===== src/rtl/pc_unit.sv =====
// rtl/pc_unit.sv - Hack CPU program counter with hold/inc/load and a call/return stack.
// Optional feature macro: PC_SATURATE_EN (saturate at all-ones instead of wrapping).
module pc_unit #(
  parameter int WIDTH = 16,
  parameter int DEPTH = 4
) (
  input  logic             clk,
  input  logic             reset,
  input  logic             en,
  input  logic             inc,
  input  logic             load,
  input  logic             call,
  input  logic             ret,
  input  logic [WIDTH-1:0] load_val,
  output logic [WIDTH-1:0] out,
  output logic             overflow,
  output logic             stack_empty,
  output logic             stack_full,
  output logic             stack_err
);

  localparam int CW = $clog2(DEPTH + 1);
  localparam int AW = (DEPTH > 1) ? $clog2(DEPTH) : 1;
  localparam logic [CW-1:0] FULL_CNT = CW'(DEPTH);

  logic [WIDTH-1:0] pc_q, pc_d;
  logic [CW-1:0]    cnt_q, cnt_d;
  logic             ovf_q, ovf_d;
  logic             err_q, err_d;
  logic [WIDTH-1:0] stack_q [DEPTH];

  logic             push_en;
  logic             at_max;
  logic [WIDTH-1:0] pc_plus1;
  logic [WIDTH-1:0] pc_next_seq;
  logic [CW-1:0]    cnt_m1;
  logic [AW-1:0]    top_idx;
  logic [AW-1:0]    push_idx;
  logic             unused_cnt_bits;

  assign at_max   = &pc_q;
  assign pc_plus1 = pc_q + WIDTH'(1);

`ifdef PC_SATURATE_EN
  assign pc_next_seq = at_max ? pc_q : pc_plus1;
`else
  assign pc_next_seq = pc_plus1;
`endif

  // Stack slots are addressed by the low bits of the count; upper count bits only gate full/empty.
  assign cnt_m1          = cnt_q - CW'(1);
  assign top_idx         = cnt_m1[AW-1:0];
  assign push_idx        = cnt_q[AW-1:0];
  assign unused_cnt_bits = ^{cnt_m1, cnt_q};

  always_comb begin
    pc_d    = pc_q;
    cnt_d   = cnt_q;
    ovf_d   = 1'b0;
    err_d   = err_q;
    push_en = 1'b0;
    if (en) begin
      if (ret) begin
        if (cnt_q != '0) begin
          pc_d  = stack_q[top_idx];
          cnt_d = cnt_m1;
        end else begin
          err_d = 1'b1;
        end
      end else if (call) begin
        if (cnt_q == FULL_CNT) begin
          err_d = 1'b1;
        end else begin
          push_en = 1'b1;
          pc_d    = load_val;
          cnt_d   = cnt_q + CW'(1);
        end
      end else if (load) begin
        pc_d = load_val;
      end else if (inc) begin
        pc_d  = pc_next_seq;
        ovf_d = at_max;
      end
    end
  end

  always_ff @(posedge clk) begin
    if (reset) begin
      pc_q  <= '0;
      cnt_q <= '0;
      ovf_q <= 1'b0;
      err_q <= 1'b0;
    end else begin
      pc_q  <= pc_d;
      cnt_q <= cnt_d;
      ovf_q <= ovf_d;
      err_q <= err_d;
    end
  end

  // Storage needs no reset: entries above the count are never read.
  always_ff @(posedge clk) begin
    if (!reset && push_en) begin
      stack_q[push_idx] <= pc_next_seq;
    end
  end

  assign out         = pc_q;
  assign overflow    = ovf_q;
  assign stack_empty = (cnt_q == '0);
  assign stack_full  = (cnt_q == FULL_CNT);
  assign stack_err   = err_q;

endmodule


===== config.mk =====
export PLATFORM = sky130hd
export DESIGN_NAME = pc_unit
export DESIGN_NICKNAME = d
export VERILOG_FILES = /design/src/rtl/pc_unit.sv
export SDC_FILE = /design/constraint.sdc
export NUM_CORES = 1
export LEC_CHECK = 0
export CAP_MARGIN = 20
export CORE_MARGIN = 2
export CORE_UTILIZATION = 35
export DETAILED_ROUTE_END_ITERATION = 10
export SLEW_MARGIN = 0
export SYNTH_ARGS = -nofsm -noshare
export SYNTH_HDL_FRONTEND = slang
export SYNTH_SLANG_ARGS = --single-unit

===== constraint.sdc =====
create_clock -name clk -period 7 [get_ports clk]
set_clock_uncertainty 0.05 [all_clocks]
set_input_delay 1.4 -clock clk [delete_from_list [all_inputs] [get_ports clk]]
set_output_delay 1.4 -clock clk [all_outputs]
set_load 0.05 [all_outputs]

### Yosys cells after proc, flatten, opt, wreduce, memory -nomap -nowiden

Memories as Yosys holds them, arrays and structs flattened.
Index checks and enable logic that the tools add are counted.
W data, S select, Z words.

| storage, ports and cells | value |
|---|---|
| logic and storage cells | 47 |
| input bits | 23 |
| memories | 1 |
| register bits | 21 |
| RAM bits | 64 |

Memory list:

| memory | depth | bits a word | rd ports | clocked after memory_dff | write ports | line | RTL |
|---|---|---|---|---|---|---|---|
| stack_q | 4 | 16 | 1 | 0 | 1 | 30 | `logic [WIDTH-1:0] stack_q [DEPTH];` |

| operators by class | value |
|---|---|
| bitwise gates (word level) | 2 |
| add/sub/neg operators | 3 |
| reductions and logical operators | 12 |
| equal/unequal tests | 5 |
| mux-type cells | 20 |

Operator list:

| cell | number |
|---|---|
| $mux W16 | 6 |
| $add A16 B1 Y16 const B | 1 |
| $reduce_and A16 Y1 | 1 |
| $mux W3 | 4 |
| $reduce_and A4 Y1 | 3 |
| $mux W1 | 10 |
| $reduce_or A6 Y1 | 1 |
| $ne A2 B2 Y1 const B | 2 |
| $reduce_bool A2 Y1 | 2 |
| $reduce_bool A4 Y1 | 1 |
| $add A3 B1 Y3 const B | 1 |
| $eq A3 B3 Y1 const B | 1 |
| $logic_not A3 Y1 | 1 |
| $ne A3 B3 Y1 const B | 1 |
| $reduce_bool A3 Y1 | 1 |
| $sub A3 B1 Y3 const B | 1 |
| $ne A2 B1 Y1 const B | 1 |
| $not A1 Y1 | 2 |
| $logic_and A1 B1 Y1 | 1 |
| $logic_not A1 Y1 | 1 |

### Longest topological paths before layout

Gate-level depths: netlist of run 1.

| depth | value |
|---|---|
| word-level depth | 8 |
| gate-level depth with buffers | 11 |

### Worst setup path before layout of run 1

Ideal clock, no wire load.

| timing path | value |
|---|---|
| path kind | flip-flop to output port |
| from | register cnt_q[0] |
| to | output port stack_empty |
| arrival | 1799 ps |
| buffers on the path | 2 |
| setup slack | 3751 ps |
| cell stages (with the launch flop) | 6 |
| path through | dfxtp_1 -> buf_4 -> buf_2 -> inv_1 -> ha_1 -> nor2b_1 |

| between the ends | value |
|---|---|
| longest elaborated chain between the ends | 1 |

RTL lines:

| element | line | RTL |
|---|---|---|
| from (decl) | 27 | `logic [CW-1:0] cnt_q, cnt_d;` |
| from (signal assigned) | 95 | `cnt_q <= cnt_d;` |
| $logic_not A3 Y1 | 110 | `assign stack_empty = (cnt_q == '0);` |
| to (decl) | 17 | `output logic stack_empty,` |

No other way between the ends.

### Worst setup path in the final report of run 1

| timing path | value |
|---|---|
| from | register cnt_q[0] |
| to | output port stack_full |

| between the ends | value |
|---|---|
| longest elaborated chain between the ends | 1 |

RTL lines:

| element | line | RTL |
|---|---|---|
| $eq A3 B3 Y1 | 111 | `assign stack_full = (cnt_q == FULL_CNT);` |
| to (decl) | 18 | `output logic stack_full,` |

No other way between the ends.

==> results of run 1 <==
==> Yosys cell counts (all sizes together), types with 4 or more instances <==
library cell | n | share of area [%]
a211oi | 7 | 1.3
a21oi | 19 | 2.5
and2 | 6 | 0.93
buf | 9 | 1.6
clkbuf | 9 | 1.2
dfxtp | 21 | 10
edfxtp | 64 | 48
ha | 6 | 1.9
inv | 6 | 0.56
mux2i | 4 | 0.99
mux4 | 16 | 9.0
nand2 | 32 | 3.0
nand3 | 11 | 1.4
nand4 | 4 | 1.4
nor2 | 24 | 2.3
nor3 | 6 | 0.75
nor4 | 5 | 1.3
o211ai | 5 | 1.1
o21ai | 14 | 1.7
xnor2 | 8 | 1.7
xor2 | 7 | 1.7
==> worst max path at each step <==
| stage | start | to | slack (ns) | depth (start not counted) |
|---|---|---|---|---|
| floorplan | cnt_q[0] | stack_empty | 3.75 | 5 |
| global placement | reset | stack_q[3][2] | 2.92 | 5 |
| detailed placement | reset | stack_q[0][6] | 2.80 | 5 |
| CTS | cnt_q[0] | stack_full | 3.13 | 5 |
| global route | reset | stack_q[0][7] | 2.98 | 5 |
| finish | cnt_q[0] | stack_full | 3.16 | 5 |
==> power by group through the flow <==
stage	Sequential, mW	Clock, mW	Combinational [mW]
floorplan	0.630	0	0.135
global placement	0.604	0	0.232
detailed placement	0.605	0	0.235
CTS	0.594	0.449	0.236
global route	0.597	0.466	0.251
finish	0.593	0.441	0.233
==> metal layers <==
layer  track usage, %  part of all wire, %  up-vias
li1                 -                    -     1247
met1             21.9                   47     1307
met2             25.2                   47       63
met3             4.32                  4.6        6
met4             3.46                 0.74        0
met5                0                    0        -
==> worst max-delay path, delay by kind of cell, from the launching register on <==
kind / cells / cell delay (ns)
adders and majority gates: 1 / 0.31
and+or+nand+nor: 1 / 0.21
buffers and inverters: 3 / 1.23
DFF: 1 / 0.30
==> through the flow <==
step / std cells / total power [mW] / utilization, %
final: 493 / 1.27 / 42.4
after CTS: 493 / 1.28 / 42.4
after global placement: 477 / 0.837 / 39.9
after floorplan: 309 / 0.765 / -
after global routing: 493 / 1.31 / 42.4
after detailed placement: 477 / 0.839 / 39.9
==> cells by family after synthesis <==
group	Yosys count	synth area share (%)
and+or+nand+nor	101	13.4
DFF	85	58.2
AOI/OAI and AO/OA	56	9.36
buffers and inverters	25	3.51
muxes	21	10.2
xor gates and xnor gates	15	3.45
adders and majority gates	6	1.87
==> final cells by class <==
cell class,instances,share of cell area (%)
sequential,85,48.8
multi-input combinational,199,32.1
timing repair buffer,44,9.08
clock buffer,10,4.77
tap,143,3.73
clock inverter,6,0.991
inverter,6,0.469
==> state kept, by name, summed over array words and instances, names as in the netlist <==
register	flops
stack_err	1
out	16
stack_q	64
cnt_q	3
overflow	1
==> metrics.md, run 1 <==
| Metric | Value |
|---|---|
| Cells after Synth | `between 300 and 400` |
| Hold-critical path depth | `2` |
| Yosys reg bits | `85` |
| Total track usage | `15.9%` |
| Hold Crit Endpoint | `stack_err` |
| DRT iter0 DRCs | `approximately 150` |
| Startpoint types | `flop` |
| Largest net degree at the start of global routing | `26` |
| CTS clock-pin slew for the worst setup and hold paths | `0.06 ns` |
| Reg area | `around 2300 um^2` |
| Multi-input gate area | `about 1500 um^2` |
| Final instance area | `~4800 um^2` |
| Clock Power Share | `roughly a third` |
| Slowest-stage cell, CP | `clkdlybuf4s50_1` |
| Placed inst area | `about 4500 um^2` |
| Final setup violation count | `0` |
| Hold_sp | `stack_err` |
| Max Cap Viol | `0` |
| DRT Pass-1 Iters | `4` |
| Seq/Total Area, Yosys | `between 50% and 60%` |
| Sequential power share | `between 40% and 50%` |
| Worst-margin pin slew | `approximately 0.96 ns` |
| FF-to-FF setup slack | `4.26 ns` |
| Sink Count | `85` |
| Most used flip-flop cell after synthesis | `edfxtp_1` |
| First-pass GRT wire length | `roughly 15,000 um` |
| Most frequent cells in the layout | `edfxtp_1, clkdlybuf4s50_1, nand2_1` |
| Synth warn | `0` |
| Chip width | `roughly 110 um` |
| Worst flop-to-flop path endpoint | `out[7]` |
| Synthesized cell area | `a little over 4000 um^2` |
| Htree depth | `3` |
| Commonest non-fill, non-tap cell in the layout | `edfxtp_1` |
| TritonCTS clock tree | `yes` |
| Distinct cells, synth | `roughly 50` |
| Core Box Area | `around 11,000 um^2` |
| Power per cell area | `264 nW/um^2` |
| Initial core utilization | `around 36%` |
| NetSw | `0.363 mW` |
| Cts bufs inserted | `9` |
| # diodes | `0` |
| Hold Crit Class | `flop to flop` |
| Worst path arrival time | `roughly 2.4 ns` |
| CTS Buffer Depth | `2` |
| Status | `completed` |
| Endpoints failing hold | `0` |
| Detailed Route WL | `about 9500 um` |
| Initial antenna violation count | `0` |
| Routed Antenna Nets | `0` |
| Final RePlAce weighted congestion | `~0.8` |
| Postcts setup bufs | `0` |
| Unrepaired setup endpoints after global routing | `false` |
| Ports | `43` |
| Post-route DRC violation count | `0` |
| Gate power share | `18.4%` |
| Avg Vias per Cell | `~5.3` |
| Post-synth EDFFs | `64` |
| Data required time of the worst path | `between 5 and 6 ns` |
| Share of post-route cells with drive strength above 1 | `~14%` |
| Post-CTS Hold Buffers | `0` |
| Async S/R FF share, synth | `0%` |
| Vias in the first global route | `between 2,000 and 3,000` |
| Root Buffer | `clkbuf_16` |
| Fin crit share | `54.8%` |
| Syn nets | `between 300 and 400` |
| Crit path max fanout | `19` |
| I/O Buffers | `42` |
| Final setup TNS | `0 ns` |
| Layout Nets | `between 300 and 400` |
| Crit Path Class | `flop to primary output` |
| Reg2reg start | `cnt_q[0]` |
| Slew margin rel. | `approximately 36%` |
| F_max | `roughly 0.26 GHz` |
| Crit-path max cell delay | `~0.70 ns` |
| Max Slew Vio Count | `0` |
| Worst reg-to-reg path cell count | `8` |
| DR WL/cell | `~19 um` |
| VDD IR-drop max | `0.106 mV` |
| Post-route minimum period | `3.84 ns` |
| Pint | `0.903 mW` |
| Hold Slack | `0.444 ns` |
| Worst-Skew Late Latency | `about 0.34 ns` |
| Final WS setup | `between 3 and 4 ns` |
| Std-Cell Rows | `39` |
| Die area | `about 12,000 um^2` |
| Total gr overflow | `0` |
| CP cell instances | `buf_4 -> inv_1 -> ha_1 -> and2_1 -> clkdlybuf4s50_1` |
| Post-DP HPWL | `6250 um` |
| Fillers | `roughly 1,100` |
| Leak | `around 1.6 nW` |
| Avg Inst Size Synth | `13.0 um^2` |
| Die height | `111 um` |
| CTS resizes | `0` |
| Pre-CTS setup slack | `about 2.8 ns` |
| DR vias | `2,623` |
| CP Capture Type | `primary output` |
| Layout area overhead | `19.2%` |
| Sw frac | `around 29%` |
(Power assumes the default switching activity.)
==> run 2, diff against run 1 <==
==> constraint.sdc (replaced) <==
create_clock -name clk -period 3.8 [get_ports clk]
set_clock_uncertainty 0.05 [all_clocks]
set_input_delay 0.76 -clock clk [delete_from_list [all_inputs] [get_ports clk]]
set_output_delay 0.76 -clock clk [all_outputs]
set_load 0.05 [all_outputs]
==> run 2 against run 1 <==
Compared with the run above: combinational power up 86%; first-iteration DRC count up 0.68%; count of clock-buffer cells in the layout unchanged; via count up 1.8%; global-route usage up 0.40 points; critical path type unchanged.
==> metrics.md, run 2 (synthesis gave the netlist of run 1 again) <==
| Metric | Value |
|---|---|
| Slew margin rel. | `43.4% (+7.6 points)` |
| Hold_sp | `stack_err` |
| VDD IR-drop max | `0.240 mV (+130%)` |
| Vias in the first global route | `2,741 (+5.1%)` |
| CP Capture Type | `primary output` |
| First-pass GRT wire length | `15,400 um (+3.4%)` |
| FF-to-FF setup slack | `1.43 ns (-2.83 ns)` |
| Max Cap Viol | `0 (unchanged)` |
| Routed Antenna Nets | `0 (unchanged)` |
| Htree depth | `3 (unchanged)` |
| Post-CTS Hold Buffers | `0 (unchanged)` |
| Hold Crit Class | `flop to flop` |
| DR WL/cell | `19.2 um (+0.25%)` |
| Total track usage | `16.3% (+0.40 points)` |
| TritonCTS clock tree | `yes` |
| Placed inst area | `4580 um^2 (+1.3%)` |
| Final instance area | `4870 um^2 (+1.6%)` |
| Endpoints failing hold | `0 (unchanged)` |
| CTS clock-pin slew for the worst setup and hold paths | `0.06 ns (about the same)` |
| DRT Pass-1 Iters | `4 (unchanged)` |
| Biggest register | `stack_q` |
| Initial core utilization | `35.6% (unchanged)` |
| Final WS setup | `0.901 ns (-2.26 ns)` |
| I/O Buffers | `42 (unchanged)` |
| Final setup TNS | `0 ns (unchanged)` |
| Std-Cell Rows | `39 (unchanged)` |
| Slowest-stage cell, CP | `clkdlybuf4s50_1` |
| Post-route minimum period | `approximately 2.9 ns` |
| Crit-path max cell delay | `0.81 ns (+0.11 ns)` |
| Initial antenna violation count | `0 (unchanged)` |
| Worst path arrival time | `2.09 ns (-0.30 ns)` |
| Reg area | `2340 um^2 (unchanged)` |
| Die height | `111 um (unchanged)` |
| Layout Nets | `382 (+2.1%)` |
| Final RePlAce weighted congestion | `0.806 (+2.1%)` |
| Core Box Area | `11,300 um^2 (unchanged)` |
| Postcts setup bufs | `0 (unchanged)` |
| Cts bufs inserted | `9 (unchanged)` |
| DR vias | `2,670 (+1.8%)` |
| Post-route DRC violation count | `0 (unchanged)` |
| Worst flop-to-flop path endpoint | `out[15]` |
| Most frequent cells in the layout | `edfxtp_1, clkdlybuf4s50_1, nand2_1` |
| Worst reg-to-reg path cell count | `7 (-1)` |
| Worst-margin pin slew | `0.849 ns (-0.111 ns)` |
| Data required time of the worst path | `2.99 ns (-2.56 ns)` |
| Status | `completed` |
| Die area | `12,400 um^2 (unchanged)` |
| Sink Count | `85 (unchanged)` |
| Chip width | `111 um (unchanged)` |
| Root Buffer | `clkbuf_16` |
| Worst-Skew Late Latency | `0.34 ns (about the same)` |
| Number of flip-flops in the largest register | `64 (unchanged)` |
| Final setup violation count | `0 (unchanged)` |
| Commonest non-fill, non-tap cell in the layout | `edfxtp_1` |
| Ports | `43 (unchanged)` |
| Detailed Route WL | `9640 um (+1.9%)` |
| Leak | `1.63 nW (+3.2%)` |
| Fin crit share | `76.3%` |
| Total gr overflow | `0 (unchanged)` |
| CTS resizes | `0 (unchanged)` |
| DRT iter0 DRCs | `148 (+0.68%)` |
| Avg Vias per Cell | `5.33 (+0.17%)` |
| CTS Buffer Depth | `2 (unchanged)` |
| F_max | `roughly 0.34 GHz` |
| Post-DP HPWL | `6490 um (+3.9%)` |
| Power per cell area | `491 nW/um^2 (+86%)` |
| Worst setup path start | `cnt_q[1]` |
| Startpoint types | `flop` |
| # diodes | `0 (unchanged)` |
| Max Slew Vio Count | `0 (unchanged)` |
| Crit Path Class | `flop to primary output` |
| CP cell instances | `inv_1 -> ha_1 -> and2_1 -> clkdlybuf4s50_1` |
| Reg2reg start | `cnt_q[1]` |
| Share of post-route cells with drive strength above 1 | `15.9% (+1.9 points)` |
| Multi-input gate area | `1540 um^2 (unchanged)` |
| Pre-CTS setup slack | `0.701 ns (-2.10 ns)` |
| Largest net degree at the start of global routing | `21 (-19%)` |
| Crit path max fanout | `6 (-13)` |
| Setup crit end | `stack_full` |
| Unrepaired setup endpoints after global routing | `false` |
| Layout area overhead | `21.0%` |
| Fillers | `1,071 (-3.9%)` |
run 2: how the worst min path moves through the flow:
stage,endpoint,depth (start not counted)
after floorplan,cnt_q[2],2
after global placement,stack_err,2
after detailed placement,stack_err,2
after CTS,stack_err,2
after global routing,stack_err,2
final,stack_err,2
run 2: cell type report:
cell class,count,share of cell area [%]
Timing Repair Buffer,52,10.2
Multi-Input combinational cell,199,31.6
Clock buffer,10,4.70
Tap cell,143,3.67
Inverter,6,0.462
Clock inverter,6,1.28
Sequential cell,85,48.1
run 2: power breakdown:
part | switching [mW] | internal [mW]
sequential | 0.0500 | 1.04
combinational | 0.258 | 0.176
clock | 0.357 | 0.508
total | 0.666 | 1.73
run 2: per-layer routing:
metal | GRT usage [%] | up-vias | routed length (um)
li1 | - | 1257 | -
met1 | 22.1 | 1314 | 4340
met2 | 25.7 | 84 | 4570
met3 | 4.05 | 15 | 577
met4 | 5.10 | 0 | 163
met5 | 0 | - | 0
run 2: critical path: cells and delay by family (launching register included):
kind	cells	cell delay, ns
adder cells (fa/ha/maj)	1	0.28
buffers and inverters	2	0.94
flip-flops	1	0.32
AND/OR/NAND/NOR	1	0.20
run 2: metrics by stage:
step | hold slack (ns) | util, % | std cells | power, mW
6_report | 0.416 | 43.0 | 501 | 2.39
5_1_grt | 0.437 | 43.0 | 501 | 2.49
3_5_place_dp | 0.408 | 40.5 | 485 | 1.55
3_3_place_gp | 0.406 | 40.5 | 485 | 1.55
4_1_cts | 0.423 | 43.0 | 501 | 2.41
2_1_floorplan | 0.459 | - | 309 | 1.41
==> run 3, diff against run 2 <==
==> constraint.sdc (replaced) <==
create_clock -name clk -period 2.85 [get_ports clk]
set_clock_uncertainty 0.05 [all_clocks]
set_input_delay 0.57 -clock clk [delete_from_list [all_inputs] [get_ports clk]]
set_output_delay 0.57 -clock clk [all_outputs]
set_load 0.05 [all_outputs]
==> run 3 against run 2 <==
Compared with the run above: non-clock buffer count rose by 7; combinational power rose by 37%; hold slack improved by 0.022 ns; critical path depth fell by 3; clock power up 42%; sequential power grew 34%; global-route usage grew 0.15 points; die area did not move; cell area rose by 1.5%; register-to-register slack lost 0.84 ns; flip-flop and latch count is the same.
==> metrics.md, run 3 (synthesis gave the netlist of run 1 again) <==
| Metric | Value |
|---|---|
| Placed inst area | `4630 um^2 (+1.0%)` |
| Final instance area | `4940 um^2 (+1.5%)` |
| Total gr overflow | `0 (unchanged)` |
| Layout area overhead | `22.8%` |
| Max Cap Viol | `0 (unchanged)` |
| Delay-heaviest family, CP | `buffers and inverters` |
| Buf/Inv on CP | `1 (-1)` |
| FF-to-FF setup slack | `0.59 ns (-0.84 ns)` |
| F_max | `roughly 0.41 GHz` |
| Core Box Area | `11,300 um^2 (unchanged)` |
| Hold Crit Class | `flop to flop` |
| Chip width | `111 um (unchanged)` |
| Worst reg-to-reg path cell count | `6 (-1)` |
| Reg2reg start | `out[0]` |
| CP Depth | `1 (-3)` |
| Crit Path Class | `flop to primary output` |
| Final setup violation count | `0 (unchanged)` |
| Die height | `111 um (unchanged)` |
| DR vias | `2,713 (+1.6%)` |
| Std-Cell Rows | `39 (unchanged)` |
| Final RePlAce weighted congestion | `0.835 (+3.7%)` |
| Layout Nets | `389 (+1.8%)` |
| DRT Pass-1 Iters | `5 (+1)` |
| Status | `completed` |
| Root Buffer | `clkbuf_16` |
| DRT iter0 DRCs | `166 (+12%)` |
| I/O Buffers | `42 (unchanged)` |
| Total track usage | `16.4% (+0.15 points)` |
| Avg Vias per Cell | `5.34 (+0.21%)` |
| Power per cell area | `665 nW/um^2 (+35%)` |
| Reg area | `2340 um^2 (unchanged)` |
| # diodes | `0 (unchanged)` |
| Post-route minimum period | `approximately 2.4 ns` |
| Setup crit end | `out[9]` |
| Pint | `2.40 mW (+39%)` |
| Post-route DRC violation count | `0 (unchanged)` |
| Htree depth | `3 (unchanged)` |
| Vias in the first global route | `2,779 (+1.4%)` |
| CTS clock-pin slew for the worst setup and hold paths | `0.06 ns (about the same)` |
| Cts bufs inserted | `9 (unchanged)` |
| TritonCTS clock tree | `yes` |
| CTS Buffer Depth | `2 (unchanged)` |
| Worst path arrival time | `1.79 ns (-0.30 ns)` |
| Gate power share | `18.1% (about the same)` |
| Number of flip-flops in the largest register | `64 (unchanged)` |
| Worst-margin pin slew | `0.524 ns (-0.324 ns)` |
| Fillers | `1,058 (-1.2%)` |
| Routed Antenna Nets | `0 (unchanged)` |
| CP Capture Type | `primary output` |
| Post-CTS Hold Buffers | `0 (unchanged)` |
| Data required time of the worst path | `2.23 ns (-0.76 ns)` |
| Hold Slack | `0.438 ns (+0.0220 ns)` |
| Final setup TNS | `0 ns (unchanged)` |
| Biggest register | `stack_q` |
| Crit path max fanout | `7 (+1)` |
| Post-DP HPWL | `6720 um (+3.5%)` |
| Clock Power Share | `37.5% (+1.3 points)` |
| Initial antenna violation count | `0 (unchanged)` |
| Crit-path max cell delay | `0.89 ns (+0.08 ns)` |
| Endpoints failing hold | `0 (unchanged)` |
| Leak | `1.69 nW (+3.5%)` |
| Postcts setup bufs | `0 (unchanged)` |
| Startpoint types | `flop` |
| Sw frac | `26.9% (-0.90 points)` |
| Most frequent cells in the layout | `edfxtp_1, clkdlybuf4s50_1, nand2_1` |
| Initial core utilization | `35.6% (unchanged)` |
| Commonest non-fill, non-tap cell in the layout | `edfxtp_1` |
| Unrepaired setup endpoints after global routing | `false` |
| Die area | `12,400 um^2 (unchanged)` |
| Worst-Skew Late Latency | `0.34 ns (about the same)` |
| NetSw | `0.885 mW (+33%)` |
| Detailed Route WL | `9820 um (+1.8%)` |
| Sink Count | `85 (unchanged)` |
| Sequential power share | `44.4% (-1.3 points)` |
| Max Slew Vio Count | `0 (unchanged)` |
| Slowest-stage cell, CP | `clkdlybuf4s50_1` |
| Worst flop-to-flop path endpoint | `out[4]` |
| Share of post-route cells with drive strength above 1 | `18.4% (+2.4 points)` |
| VDD IR-drop max | `0.244 mV (+1.7%)` |
| Ports | `43 (unchanged)` |
| Largest net degree at the start of global routing | `21 (unchanged)` |
| CP cell instances | `clkdlybuf4s50_1` |
| DR WL/cell | `19.3 um (+0.40%)` |
| First-pass GRT wire length | `15,400 um (+0.22%)` |
| Fin crit share | `~85%` |
| CTS resizes | `0 (unchanged)` |
| Multi-input gate area | `1540 um^2 (unchanged)` |
| Worst setup path start | `out[9]` |
| Slew margin rel. | `65.0% (+22 points)` |
## run 3: worst min-delay path by stage
stage          cells after the start  slack, ns         to      start
2_1_floorplan                      2       0.46   cnt_q[2]   cnt_q[2]
3_3_place_gp                       2       0.41  stack_err  stack_err
3_5_place_dp                       2       0.43  stack_err  stack_err
4_1_cts                            2       0.45  stack_err  stack_err
5_1_grt                            2       0.48  stack_err  stack_err
6_report                           2       0.44  stack_err  stack_err
## run 3: layer usage
layer,GRT usage [%],up-vias,part of all wire (%)
met1,22.5,1345,45
met4,6.01,0,1.9
met2,25.7,84,48
li1,-,1270,-
met5,0,-,0
met3,3.50,14,4.7
## run 3: layout make-up
class	instances	area share (%)
tap	143	3.62
clock buffer	10	4.63
sequential	85	47.4
clock inverter	6	1.77
inverter	6	0.455
multi-input combinational	199	31.2
timing repair buffer	59	11.0
## run 3: power groups by stage
stage	Sequential, mW	Clock (mW)	Combinational (mW)
detailed placement	1.49	0	0.597
global route	1.47	1.29	0.640
finish	1.46	1.23	0.594
CTS	1.46	1.25	0.600
global placement	1.48	0	0.591
floorplan	1.55	0	0.331
## run 3: stage by stage
stage	util [%]	power [mW]	setup WS, ns	cells
2_1_floorplan	-	1.88	0.182	309
3_3_place_gp	40.9	2.08	0.516	492
3_5_place_dp	40.9	2.08	0.467	492
4_1_cts	43.7	3.31	0.429	508
5_1_grt	43.7	3.40	0.405	508
6_report	43.7	3.29	0.439	508
==> RTL edit 1 (flow settings as in run 2) <==
Build with the macro `PC_SATURATE_EN` defined.
--- a/src/rtl/pc_unit.sv
+++ b/src/rtl/pc_unit.sv
@@ -1,5 +1,7 @@
 // rtl/pc_unit.sv - Hack CPU program counter with hold/inc/load and a call/return stack.
 // Optional feature macro: PC_SATURATE_EN (saturate at all-ones instead of wrapping).
+`define PC_SATURATE_EN
+
 module pc_unit #(
   parameter int WIDTH = 16,
   parameter int DEPTH = 4
Behaviour: not the same (a bounded check fails within 4 cycles, from zero or initial values and one cycle with reset high).
==> RTL edit 1 against run 2 <==
The flow now finishes with violations (design-rule violations); sequential cell count is the same; worst setup slack got worse by 0.023 ns; routed wire length grew 10%; synthesized area is 3.7% higher; non-clock buffer count fell by 2; register-to-register slack lost 0.13 ns; synthesized cell count increased by 6.1%; combinational power increased by 8.1%; design area up 3.2%; power increased by 0.69%.
==> RTL edit 1: results <==
group,metric,value,unit
status,run_status,"finished, violations left",
status,violations,"design-rule violations",
clock_tree,root_buffer,"clkbuf_16",
route,drt_iter0_markers,219,
place,gp_congestion,0.903,
critical_path,reg2reg_slack,1.30,ns
critical_path,r2r_start,"cnt_q[1]",
sta,fmax,342,MHz
critical_path,cp_max_fo,7,
grt,grt_pass1_wl,16.8,mm
synthesis,ys.flop_type,"edfxtp_1",
place,dp_hpwl,7.15,mm
flow_run,drv_cap,0,
synthesis,yosys-top-cells-count,"edfxtp_1, nand2_1, dfxtp_1, nor2_1",
clock_tree,cts_made_buffers,9,
layout,diodes,0,
clock_tree,post_cts_buffers,0,
sta,tightest_slew,0.946,ns
critical_path,cp.arrival,2.11,ns
layout,drive_gt1_frac,0.151,
layout,largest_register,"stack_q",
synthesis,synth.distinct_cells,64,
min_path,hp-class,"reg2reg",
grt,track_usage,0.172,
synthesis,synth_fp_nets,357,
clock_tree,cts.reportedPaths.clkPinSlew,0.07,ns
power_and_ir_drop,ir_drop,0.246,mV
route,wl,10.6,mm
layout,final_nets,401,
synthesis,yosys_warnings,0,
synthesis,synth.area.top_cells,"edfxtp_1, dfxtp_1, mux4_2, nand2_1, o21ai_0",
synthesis,ys_seq_area_frac,0.561,
floorplan,die_area,0.0128,sq mm
clock_tree,cts-htree-levels,3,
clock_tree,clock_latency,0.34,ns
clock_tree,cts_repair_resize_count,0,
route,first_pass_iters,7,
grt,grt_pass1_vias,3011,
min_path,hold-path-endpoint,"stack_err",
power_and_ir_drop,p_leak,1.70,nW
critical_path,r2r_end,"out[15]",
clock_tree,clockBufferDepth,2,
synthesis,synth_edf_count,64,
grt,antenna_found_initial,0,
critical_path,reg2reg_depth,6,
grt,grt_start_max_net_pins,20,
critical_path,critPathLaunch,"cnt_q[0]",
route,drc,2,
route,routed_via_density,5.73,
## RTL edit 1: cell families (layout without fill, tap and decap cells)
group                    count (synthesis)  count (layout)  share of synthesized area
AND/OR/NAND/NOR                        109             109                      0.147
flip-flops                              85              85                      0.561
AO/OA/AOI/OAI                           70              70                      0.120
buffers and inverters                   26              75                     0.0303
multiplexers                            23              23                      0.104
XOR/XNOR                                 9               9                     0.0189
adder cells (fa/ha/maj)                  6               6                     0.0180
## RTL edit 1: final cells by class
type,instances,area (sq um)
Timing Repair Buffer,50,480
Clock inverter,7,62.6
Clock buffer,9,225
Fill cell,1056,6490
Inverter,9,33.8
Sequential cell,85,2340
Tap cell,143,179
Multi-Input combinational cell,217,1710
## RTL edit 1: worst max-delay path, cell delays in order (launching register included)
cell and delay [ns]:
dfxtp_1 0.31, inv_1 0.13, ha_1 0.33, nand2b_1 0.13
inv_1 0.07, clkdlybuf4s50_1 0.80
## RTL edit 1: layer usage
layer	part of all wire	vias up	GRT usage
li1	-	1369	-
met1	0.45	1488	0.235
met2	0.48	102	0.270
met3	0.055	18	0.0461
met4	0.018	0	0.0488
met5	0	-	0
## RTL edit 1: worst max-delay path by stage
stage,endpoint,slack (ns),cells after the start
global route,stack_empty,0.74,5
detailed placement,out[10],0.86,6
floorplan,out[5],1.21,11
CTS,stack_empty,0.89,5
global placement,out[15],0.89,5
finish,stack_empty,0.88,5
## RTL edit 1: stage by stage
stage	instances	instance area [sq um]	setup slack, ns	utilization	hold slack, ns
after floorplan	328	4180	1.21	-	0.467
after global placement	504	4740	0.893	0.412	0.397
after detailed placement	504	4740	0.861	0.412	0.405
after CTS	520	5030	0.892	0.437	0.421
after global routing	520	5030	0.744	0.437	0.471
final	520	5030	0.878	0.437	0.417
## RTL edit 1: power breakdown
part / total (mW) / leakage [nW] / internal [mW] / switching [mW]
logic: 0.469 / 0.800 / 0.187 / 0.282
clock network: 0.850 / 0.145 / 0.460 / 0.389
registers: 1.09 / 0.759 / 1.04 / 0.0462
==> RTL edit 2 (flow settings as in run 2) <==
Made on the original files. Reset style: asynchronous (`reset`), changed in one clocked block.
--- a/src/rtl/pc_unit.sv
+++ b/src/rtl/pc_unit.sv
@@ -84,7 +84,7 @@
     end
   end
 
-  always_ff @(posedge clk) begin
+  always_ff @(posedge clk or posedge reset) begin
     if (reset) begin
       pc_q  <= '0;
       cnt_q <= '0;
Formal check against the unedited RTL: differs if reset is asserted again (counterexample within 4 cycles, from zero or initial values and one cycle with reset high); with reset held inactive, the same outputs for 4 cycles.
==> RTL edit 2 against run 2 <==
Routed wire length is 3.2% lower; largest cell class unchanged; synthesized area is 1.9% lower; critical path type unchanged; count of clock-buffer cells in the layout stayed put; maximum frequency is 0.63% higher; sequential cell count stayed put; first-iteration DRC count is 30% higher; sequential share of layout area is 2.9 points higher; design area is 1.4% lower; worst setup slack better by 0.018 ns.
Power is not compared: it rests on default switching activity, and its combinational part moved more than twofold at a synthesized area within 25%.
==> RTL edit 2: results <==
group,metric,value,unit
layout,largest_register,"stack_q",
layout,drive_gt1_frac,0.166,
flow_run,drv_cap,0,
grt,grt_pass1_vias,2573,
route,drt_iter0_markers,192,
critical_path,critPathLaunch,"cnt_q[1]",
sta,slew_headroom,0.367,
layout,final_nets,355,
critical_path,cp_slowest_stage_delay,0.79,ns
power_and_ir_drop,ir_drop,0.471,mV
place,dp_hpwl,6.35,mm
clock_tree,post_cts_buffers,0,
route,wire_per_inst,19.8,um
min_path,min_delay_path_depth,1,
grt,grt_start_max_net_pins,22,
route,routed_via_density,5.37,
min_path,hp-class,"reg2reg",
route,dr_wl_met3,362,um
min_path,hp-start,"stack_err",
grt,track_usage,0.167,
layout,largest_reg_flops,64,
clock_tree,clock_latency,0.33,ns
place,io_buffers,42,
critical_path,cp_max_fo,4,
clock_tree,cts-htree-levels,3,
critical_path,reg2reg_depth,6,
clock_tree,cts.reportedPaths.clkPinSlew,0.06,ns
synthesis,async_flop_share,0.247,
place,gp_congestion,0.802,
synthesis,ys_seq_area_frac,0.620,
sta,finalSetupTns,0,ns
clock_tree,clockBufferDepth,2,
critical_path,cp.arrival,2.07,ns
status,run_status,"finished clean",
route,wl_met1,4.31,mm
route,dr_wl_met2,4.45,mm
route,ant_nets,0,
synthesis,yosys_warnings,0,
grt,grt_pass1_wl,14.6,mm
synthesis,synth_fp_nets,305,
synthesis,synth.area.top_cells,"edfxtp_1, dfrtp_1, mux4_2, a21oi_1, mux2i_1",
synthesis,synth.distinct_cells,47,
clock_tree,cts_repair_resize_count,0,
critical_path,crit_slowest_cell,"clkdlybuf4s50_1",
route,top_layer_used,"met4",
sta,final_max_slew_viol_count,0,
synthesis,synth_edf_count,64,
clock_tree,cts_made_buffers,9,
clock_tree,root_buffer,"clkbuf_16",
route,first_pass_iters,4,
layout,diodes,0,
synthesis,yosys-top-cells-count,"edfxtp_1, dfrtp_1, nor2_1, nand2_1, a21oi_1",
power_and_ir_drop,p_leak,1.65,nW
grt,antenna_found_initial,0,
grt,overflow,0,
RTL edit 2: changes by cell type after synthesis, sizes merged, moves of 7 or more:
cell / delta
dfrtp: +21
dfxtp: -21
nand2: -13
clkbuf: -8
a211oi: -7
RTL edit 2: path summary, 6_finish.rpt:
path                                     to  slack, ns
worst max-delay path            stack_empty       0.92
worst min-delay path              stack_err       0.42
worst max register to register       out[4]       1.62
worst min register to register    stack_err       0.42
max in group asynchronous            out[3]       2.69
min in group asynchronous          overflow       0.77
RTL edit 2: kinds of logic (layout without fill, tap and decap cells):
logic type	Yosys count	in the layout	share of synthesized area
flops	85	85	0.620
simple gates	70	70	0.0982
compound gates	51	51	0.0805
mux	26	26	0.117
buf+inv	21	76	0.0279
xor+xnor	17	17	0.0377
fa+ha+maj	6	6	0.0190
RTL edit 2: worst max-delay path, delay by kind of cell, from the launching register on:
| family | cells | cell delay (ns) |
|---|---|---|
| flops | 1 | 0.40 |
| fa+ha+maj | 1 | 0.23 |
| simple gates | 1 | 0.12 |
| buf+inv | 3 | 0.99 |
RTL edit 2: metal layers:
metal / GRT usage / vias up
met5: 0 / -
met2: 0.261 / 70
li1: - / 1147
met1: 0.230 / 1299
met3: 0.0270 / 13
met4: 0.0759 / 0
RTL edit 2: through the flow:
| stage | instances | setup slack [ns] | hold WS (ns) | instance area, sq um | power [mW] |
|---|---|---|---|---|---|
| CTS | 471 | 0.906 | 0.432 | 4800 | 3.85 |
| floorplan | 276 | 1.27 | 0.447 | 3950 | 2.54 |
| global route | 471 | 0.796 | 0.459 | 4800 | 4.01 |
| global placement | 455 | 1.01 | 0.404 | 4540 | 3.06 |
| detailed placement | 455 | 0.990 | 0.419 | 4540 | 3.08 |
| finish | 471 | 0.919 | 0.421 | 4800 | 3.82 |
RTL edit 2: power by group:
group          switching [mW]  internal [mW]
clock network           0.335          0.434
registers               0.217           1.25
logic                   0.967          0.615
RTL edit 2: area by class of cell:
type / instances / area (sq um)
Tap cell: 140 / 175
Timing Repair Buffer: 53 / 503
Fill cell: 1031 / 6130
Sequential cell: 85 / 2450
Multi-Input combinational cell: 170 / 1390
Clock inverter: 6 / 31.3
Inverter: 7 / 26.3
Clock buffer: 10 / 229
